===== config.mk =====
export PLATFORM = sky130hd
export DESIGN_NAME = dl_sequencer
export DESIGN_NICKNAME = d
export VERILOG_FILES = /design/src/rtl/dl_sequencer.sv
export SDC_FILE = /design/constraint.sdc
export NUM_CORES = 1
export LEC_CHECK = 0
export BUFFER_PORTS_ARGS = -buffer_cell sky130_fd_sc_hd__buf_4
export CAP_MARGIN = 0
export CORE_ASPECT_RATIO = 0.8
export CORE_MARGIN = 1
export CORE_UTILIZATION = 45
export CTS_CLUSTER_DIAMETER = 30
export DETAILED_ROUTE_END_ITERATION = 8
export GPL_ROUTABILITY_DRIVEN = 0
export GPL_TIMING_DRIVEN = 1
export PLACE_DENSITY = 0.75
export SKIP_CTS_REPAIR_TIMING = 1
export SLEW_MARGIN = 20
export SYNTH_ARGS = -nofsm -noshare
export SYNTH_HDL_FRONTEND = slang
export SYNTH_SLANG_ARGS = --single-unit

===== constraint.sdc =====
create_clock -name clk_sys -period 2.1 [get_ports clk_sys]
set_input_delay 0.105 -clock clk_sys [delete_from_list [all_inputs] [get_ports clk_sys]]
set_output_delay 0.105 -clock clk_sys [all_outputs]
set_load 0.01 [all_outputs]

===== src/rtl/dl_sequencer.sv =====
// dl_sequencer
//   Sequences ROM/RAM download traffic from the HPS ioctl stream into the
//   system's target memories. It keeps the system core in reset for the whole
//   download and for RST_HOLD cycles afterwards. It decodes ioctl_index into a
//   one-hot target select. It buffers exactly one write and backpressures the
//   HPS (ioctl_wait) until the selected target acknowledges that write.
//
// Ports
//   clk_sys, reset_n          clock, asynchronous active-low reset
//   ioctl_download            download in progress (HPS)
//   ioctl_wr                  one-cycle write strobe (HPS)
//   ioctl_addr/dout/index     byte address, byte data, target index (HPS)
//   ioctl_wait                backpressure to HPS (registered buffer-full flag)
//   dn_addr/dn_data/dn_sel    buffered write towards the target memories
//   dn_wr                     write request, held until dn_ack
//   dn_ack                    target takes the write this cycle
//   sys_reset                 active-high reset to the system core
//   dl_done                   one-cycle pulse when a download has drained
//   dl_count                  writes accepted in the current/last download
//   dl_err                    sticky: a write was dropped in current/last download
//   dbg_state                 current FSM state (HOLD=0, RUN=1, LOAD=2, FLUSH=3)
//
// Handshake: a buffered write is offered with dn_wr=1 and stays unchanged
// until a cycle in which dn_ack=1. That cycle is the transfer. dn_ack has no
// meaning while dn_wr=0. In the transfer cycle a new ioctl write may refill
// the buffer (back-to-back reload), so dn_wr then stays high for the next write.
module dl_sequencer #(
  parameter int ADDR_W      = 14,
  parameter int NUM_TARGETS = 4,
  parameter int RST_HOLD    = 16
) (
  input  logic                   clk_sys,
  input  logic                   reset_n,
  input  logic                   ioctl_download,
  input  logic                   ioctl_wr,
  input  logic [24:0]            ioctl_addr,
  input  logic [7:0]             ioctl_dout,
  input  logic [7:0]             ioctl_index,
  output logic                   ioctl_wait,
  output logic [ADDR_W-1:0]      dn_addr,
  output logic [7:0]             dn_data,
  output logic                   dn_wr,
  output logic [NUM_TARGETS-1:0] dn_sel,
  input  logic                   dn_ack,
  output logic                   sys_reset,
  output logic                   dl_done,
  output logic [24:0]            dl_count,
  output logic                   dl_err,
  output logic [1:0]             dbg_state
);

  typedef enum logic [1:0] {HOLD = 2'd0, RUN = 2'd1, LOAD = 2'd2, FLUSH = 2'd3} state_t;

  localparam int          CNT_W      = $clog2(RST_HOLD + 1);
  localparam logic [24:0] ADDR_LIMIT = 25'(1) << ADDR_W;
  localparam logic [7:0]  IDX_LIMIT  = 8'(NUM_TARGETS);

  state_t           state;
  logic [CNT_W-1:0] hold_cnt;

  logic                   wr_legal;
  logic                   wr_take;
  logic                   do_load;
  logic                   do_drop;
  logic                   do_release;
  logic [NUM_TARGETS-1:0] sel_onehot;

  always_comb begin
    wr_legal   = (ioctl_index < IDX_LIMIT) && (ioctl_addr < ADDR_LIMIT);
    wr_take    = (state == LOAD) && ioctl_wr;
    // The buffer can take a write when it is empty or is being drained now.
    do_load    = wr_take && wr_legal && (!dn_wr || dn_ack);
    do_drop    = wr_take && !(wr_legal && (!dn_wr || dn_ack));
    do_release = dn_wr && dn_ack && !do_load;
    sel_onehot = NUM_TARGETS'(1) << ioctl_index;
  end

  assign dbg_state = state;

  always_ff @(posedge clk_sys or negedge reset_n) begin
    if (!reset_n) begin
      state      <= HOLD;
      hold_cnt   <= CNT_W'(RST_HOLD);
      sys_reset  <= 1'b1;
      dn_wr      <= 1'b0;
      ioctl_wait <= 1'b0;
      dn_addr    <= '0;
      dn_data    <= '0;
      dn_sel     <= '0;
      dl_done    <= 1'b0;
      dl_count   <= '0;
      dl_err     <= 1'b0;
    end else begin
      dl_done <= 1'b0;

      // Single write buffer. dn_addr/dn_data keep their last values on release.
      if (do_load) begin
        dn_wr      <= 1'b1;
        ioctl_wait <= 1'b1;
        dn_addr    <= ioctl_addr[ADDR_W-1:0];
        dn_data    <= ioctl_dout;
        dn_sel     <= sel_onehot;
        if (dl_count != '1) dl_count <= dl_count + 25'd1;
      end else if (do_release) begin
        dn_wr      <= 1'b0;
        ioctl_wait <= 1'b0;
        dn_sel     <= '0;
      end

      if (do_drop) dl_err <= 1'b1;

      // Statistics are cleared on every entry into LOAD. Writes are only taken
      // in LOAD, so the clear never collides with an increment or a drop.
      case (state)
        HOLD: begin
          sys_reset <= 1'b1;
          if (ioctl_download) begin
            state    <= LOAD;
            dl_count <= '0;
            dl_err   <= 1'b0;
          end else if (hold_cnt == '0) begin
            state     <= RUN;
            sys_reset <= 1'b0;
          end else begin
            hold_cnt <= hold_cnt - 1'b1;
          end
        end
        RUN: begin
          // HOLD only hands over to RUN while ioctl_download=0, so a 1 here
          // is always a fresh rising edge.
          if (ioctl_download) begin
            state     <= LOAD;
            sys_reset <= 1'b1;
            dl_count  <= '0;
            dl_err    <= 1'b0;
          end
        end
        LOAD: begin
          if (!ioctl_download) state <= FLUSH;
        end
        FLUSH: begin
          // Wait for the pending write to drain. There is no timeout.
          if (!dn_wr) begin
            state    <= HOLD;
            hold_cnt <= CNT_W'(RST_HOLD);
            dl_done  <= 1'b1;
          end
        end
        default: state <= HOLD;
      endcase
    end
  end

endmodule


# ---- Word level (Yosys, flattened, before mapping)
# Index checks and enable logic that the tools add are counted.
dict set report totals {
  inputBits 46
  regBits 62
  output_inout_bits 58
}
dict set report classes {
  mux 27
  n_shift 1
  order_cmp 2
  n_addsub 2
  reduce_logical 21
  eq_ne 10
}
# cell count
set op_table {}
lappend op_table {{$mux W25} 4}
lappend op_table {{$add A25 B1 Y25 const B} 1}
lappend op_table {{$lt A25 B15 Y1 const B} 1}
lappend op_table {{$ne A25 B25 Y1 const B} 1}
lappend op_table {{$mux W5} 3}
lappend op_table {{$mux W1} 10}
lappend op_table {{$mux W2} 5}
lappend op_table {{$ne A2 B2 Y1 const B} 5}
lappend op_table {{$pmux W5 S2} 1}
lappend op_table {{$logic_and A1 B1 Y1} 8}
lappend op_table {{$lt A8 B3 Y1 const B} 1}
lappend op_table {{$mux W4} 2}
lappend op_table {{$pmux W2 S4} 1}
lappend op_table {{$reduce_and A4 Y1} 2}
lappend op_table {{$shl A1 B8 Y4 const A} 1}
lappend op_table {{$reduce_bool A2 Y1} 3}
lappend op_table {{$logic_not A5 Y1} 1}
lappend op_table {{$sub A5 B1 Y5 const B} 1}
lappend op_table {{$eq A2 B2 Y1 const B} 2}
lappend op_table {{$logic_not A1 Y1} 3}
lappend op_table {{$ne A3 B3 Y1 const B} 1}
lappend op_table {{$eq A2 B1 Y1 const B} 1}
lappend op_table {{$logic_not A2 Y1} 1}
lappend op_table {{$pmux W1 S2} 1}
lappend op_table {{other kinds (3)} 3}

# ---- Logic depth before layout (Yosys ltp)
dict set report depth {
  depth_word 8
  ltp_mapped 9
}

# ---- Worst setup path before layout
# Ideal clock, no wire load.
dict set report synth_path {
  path_type {reg2reg}
  start {register state[0] (netlist: dbg_state[0])}
  end {register dl_count[21]}
  path_buffers 1
  setup_time_ns 0.078
  path_stages_with_launch 9
  setup_slack_ns -0.044
  arrival_time_ns 2.066
  cell_sequence {dfrtp_1 -> inv_1 -> ha_1 -> nand2_1 -> and4bb_2 -> o211ai_2 -> buf_2 -> or4_1 -> a21oi_1}
}
dict set report synth_via {
  elab_chain_cells 7
  elab_cells_between_ends 10
}
# item line_no
set synth_lines {}
lappend synth_lines {{from (decl)} 58} ;# state_t state;
lappend synth_lines {{from (signal assigned)} 82} ;# state <= HOLD;
lappend synth_lines {{from (signal assigned)} 118} ;# state <= LOAD;
lappend synth_lines {{from (signal assigned)} 122} ;# state <= RUN;
lappend synth_lines {{$eq A2 B2 Y1} 70} ;# wr_take = (state == LOAD) && ioctl_wr;
lappend synth_lines {{$logic_and A1 B1 Y1} 70}
lappend synth_lines {{$logic_and A1 B1 Y1 (2 in series)} 72} ;# do_load = wr_take && wr_legal && (!dn_wr || dn_ack);
lappend synth_lines {{$mux W25} 97} ;# if (do_load) begin
lappend synth_lines {{$mux W25} {117, 131}}
lappend synth_lines {{$mux W25 (*)} -}
lappend synth_lines {{to (signal assigned)} 103} ;# if (dl_count != '1) dl_count <= dl_count + 25'd1;
lappend synth_lines {{to (decl)} 47} ;# output logic [24:0] dl_count,
# Mark *: on every way between the ends. The rest lies on a longest branch, timed or not.
# A chain may end at the register's enable or synchronous reset.

# ---- Worst setup path after layout
dict set report layout_path {
  start {register state[0] (netlist: dbg_state[0])}
  end {register dl_count[23]}
}
# Same word-level chain as after synthesis.

==> results.txt <==
----------------------------------------------------
[Die]
  # IOs ... roughly 100
  Number of standard-cell rows in the floorplan ... 26
  Effective utilization at floorplan ... 47.6%
  Die outline area ... 7210 sq um
  Chip Width ... ~95 um
  Vert. Die Dim ... 76.2 um
  Core box area ... about 6500 sq um

[Yosys]
  Ys flop type ... sky130_fd_sc_hd__dfrtp_1
  Async set-or-reset flop fraction in the synthesized netlist ... between 90% and 100%
  Synthesis Warnings ... 0
  Area share of the largest cell type after synthesis ... 48.5%
  Synthesized cell area ... 3090 sq um
  Number of flops mapped to enable cells by yosys ... 0
  Library cell occupying the most area in the post-synthesis netlist ... sky130_fd_sc_hd__dfrtp_1
  Avg Synthesized Cell Area ... 10.7 sq um
  List of most frequent post-synthesis cells ... 60 x sky130_fd_sc_hd__dfrtp_1, 23 x sky130_fd_sc_hd__a21oi_1, 18 x sky130_fd_sc_hd__nand2_1, 14 x sky130_fd_sc_hd__nand3_1
  Synthesized netlist net count ... 341
  Register area share after synthesis ... 50.2%
  Number of instances in the synthesized netlist ... around 290
  Largest cells by area after synthesis ... sky130_fd_sc_hd__dfrtp_1 49%, sky130_fd_sc_hd__mux2_2 4.4%, sky130_fd_sc_hd__a21oi_1 3.7%
  Library cell with the highest instance count after synthesis ... sky130_fd_sc_hd__dfrtp_1
  Flop and latch count out of synthesis ... 62
  Number of distinct library cells after synthesis ... 45

[Setup path]
  Startpoint class of the critical path ... flip-flop
  Required time reported for the critical path endpoint ... 2350 ps
  Crit. End Element ... flip-flop
  Crit path DAT ... 2350 ps
  Maximum net fanout on the critical path ... 6
  CP max-delay cell ... sky130_fd_sc_hd__or4_1
  Crit path max-delay family ... simple AND/OR/NAND/NOR gates
  Worst setup path category ... reg -> reg
  Setup slack of the most critical reg-to-reg path ... 5 ps
  Worst Path Buf+Inv ... 2
  Worst path max stage delay ... 510 ps
  Critical-path cell list ... inv_2 > ha_4 > nand2_2 > and4bb_2 > o211ai_4 > buf_4 > or4_1 > a21oi_1

[CTS]
  Cts bufs inserted ... 9
  H-tree level count ... 3
  Clock tree from TritonCTS ... built
  Buffer type at the clock tree root ... sky130_fd_sc_hd__clkbuf_8
  Largest buffer count on any clock path ... 2
  Clock sinks ... 62
  Clock Latency Late Sink ... 340 ps
  Clock-pin slew on the worst setup and hold paths ... 70 ps

[Power and ir drop]
  Leakage ... 2.24 nW
  Pwr per Cell Area ... 713 nW/um^2
  Maximum VDD drop ... 0.000397 V
  Post-route total power ... 3.34 mW

[Timing]
  Period Utilization, post-route ... between 90 and 100%
  Rel. slew slack ... 46.6%
  Hold_ws ... around 4.5 ps
  Slew at the pin closest to its max-slew limit ... about 800 ps
  Fmax ... ~0.48 GHz
  Setup violators final ... 0
  Minimum period implied by the final worst setup slack ... around 2100 ps
  Final hold viol count ... 0
  Max-slew violation count ... 0
  Setup Skew ... 8.80 ps
  Setup repair after global routing missed its margin ... true

[Status]
  Run status ... completed

[Place]
  I/O Buffers ... 103
  DP Wirelength ... 5.86 mm

[GRT]
  Global-route wire length before repair ... 13.4 mm
  Largest net degree at the start of global routing ... 63
  Via count of the first global-routing pass ... roughly 2800
  Total global routing track utilization ... 23.9%
  GRT overflow ... 0
  Number of antenna violations at the first check in global routing ... 0

[Final layout]
  Number of antenna repair diodes ... 0
  Area used by multi-input combinational logic ... around 1500 sq um
  Share of cells above drive strength 1 ... 41.3%
  Utilization after layout ... 71.9%
  Combined flip-flop and latch cell area ... 1550 sq um
  Fillers ... 489
  Area Growth Syn to Fin ... 51.2%
  Nets@finish ... between 500 and 600

[Routing]
  Total number of vias ... 2944
  Final routed wire length divided by cell count ... 16.2 um
  First-iteration detailed-routing DRC count ... 155
  ANT nets after route ... 0
  Number of remaining DRC errors ... 0
  Drt total wl ... 8.71 mm
  Average vias per placed instance ... ~5.5
  Number of detailed-route iterations in the first pass ... 4

[Job]
  Max-cap viol count ... 0

[Hold path]
  Worst hold path class ... in -> reg

----------------------------------------------------
## area by class of cell
| type | instances | area share [%] |
|---|---|---|
| clock buffers | 11 | 3.24 |
| clock inverters | 5 | 1.23 |
| flip-flops and latches | 62 | 33.2 |
| repair buffers | 160 | 27.7 |
| multi-input cells | 204 | 31.5 |
| well taps | 84 | 2.25 |
| inverters | 11 | 0.882 |
## registers in the layout (all words and copies together) (netlist names)
name       cells
sys_reset      1
dbg_state      2
dn_addr       14
dl_done        1
hold_cnt       5
dl_count      25
dn_sel         4
dl_err         1
dn_wr          1
dn_data        8
## worst reg2reg max path: cells and delay by family, from the launching register on
kind            cells  cell delay (ps)
compound gates      2              290
fa+ha+maj           1              160
simple gates        3              900
buf+inv             2              280
flops               1              390
## metrics by stage
step           setup slack [ps]  cell area, sq um  TNS (ps)  instances
2_1_floorplan              1.28              3100         0        288
3_3_place_gp               76.3              4170         0        496
3_5_place_dp             -0.139              4170    -0.139        496
4_1_cts                   -29.8              4380     -51.2        512
5_1_grt                   -39.9              4680      -194        537
6_report                   5.01              4680         0        537
## logic make-up (layout without fill, tap and decap cells)
| family | after synthesis | count (layout) | synth area share (%) |
|---|---|---|---|
| DFF | 62 | 62 | 50.2 |
| AOI/OAI and AO/OA | 58 | 58 | 11.5 |
| and+or+nand+nor | 107 | 107 | 20.6 |
| adders and majority gates | 7 | 7 | 2.83 |
| xor gates and xnor gates | 4 | 4 | 1.13 |
| muxes | 28 | 28 | 9.95 |
| buffers and inverters | 22 | 187 | 3.80 |
## metal layers
metal  wire length (um)  track usage, %  part of all wire, %  vias to the layer above
met1               3840            32.0                   44                     1459
met5                  0               0                    0                        -
met3                520            8.38                  6.0                        8
li1                   -               -                    -                     1391
met2               4280            36.5                   49                       86
met4                 70            6.52                 0.80                        0
## power breakdown
group / total, mW / switching (mW) / internal [mW]
logic: 0.862 / 0.445 / 0.418
registers: 1.38 / 0.0814 / 1.30
clock network: 1.09 / 0.481 / 0.610
## layout by cell type, fill, tap and decap left out, drive strengths merged, types with 2 or more instances in the layout
cell	instances
mux2	22
nor4	5
nor3	4
or2	2
clkbuf	12
o31ai	12
nand4	12
nor2	11
o2bb2ai	2
dfrtp	60
o211ai	2
nand2	18
buf	138
nor2b	3
xor2	4
inv	11
a21oi	23
nand3	14
dfstp	2
a32o	2
or4	11
o21ai	14
or3	12
and3	4
nand2b	4
and4	3
clkinvlp	3
mux2i	6
ha	7
dlygate4sd3	21
## final timing paths
kind	start	cells past startpoint	endpoint
max	dbg_state[0]	8	dl_count[23]
min reg2reg	dn_addr[8]	1	dn_addr[8]
max reg2reg	dbg_state[0]	8	dl_count[23]
min in group asynchronous	reset_n	2	dn_addr[0]
max in group asynchronous	reset_n	2	dbg_state[0]
min	ioctl_dout[2]	2	dn_data[2]
No activity file was read; power rests on OpenSTA's default activity.
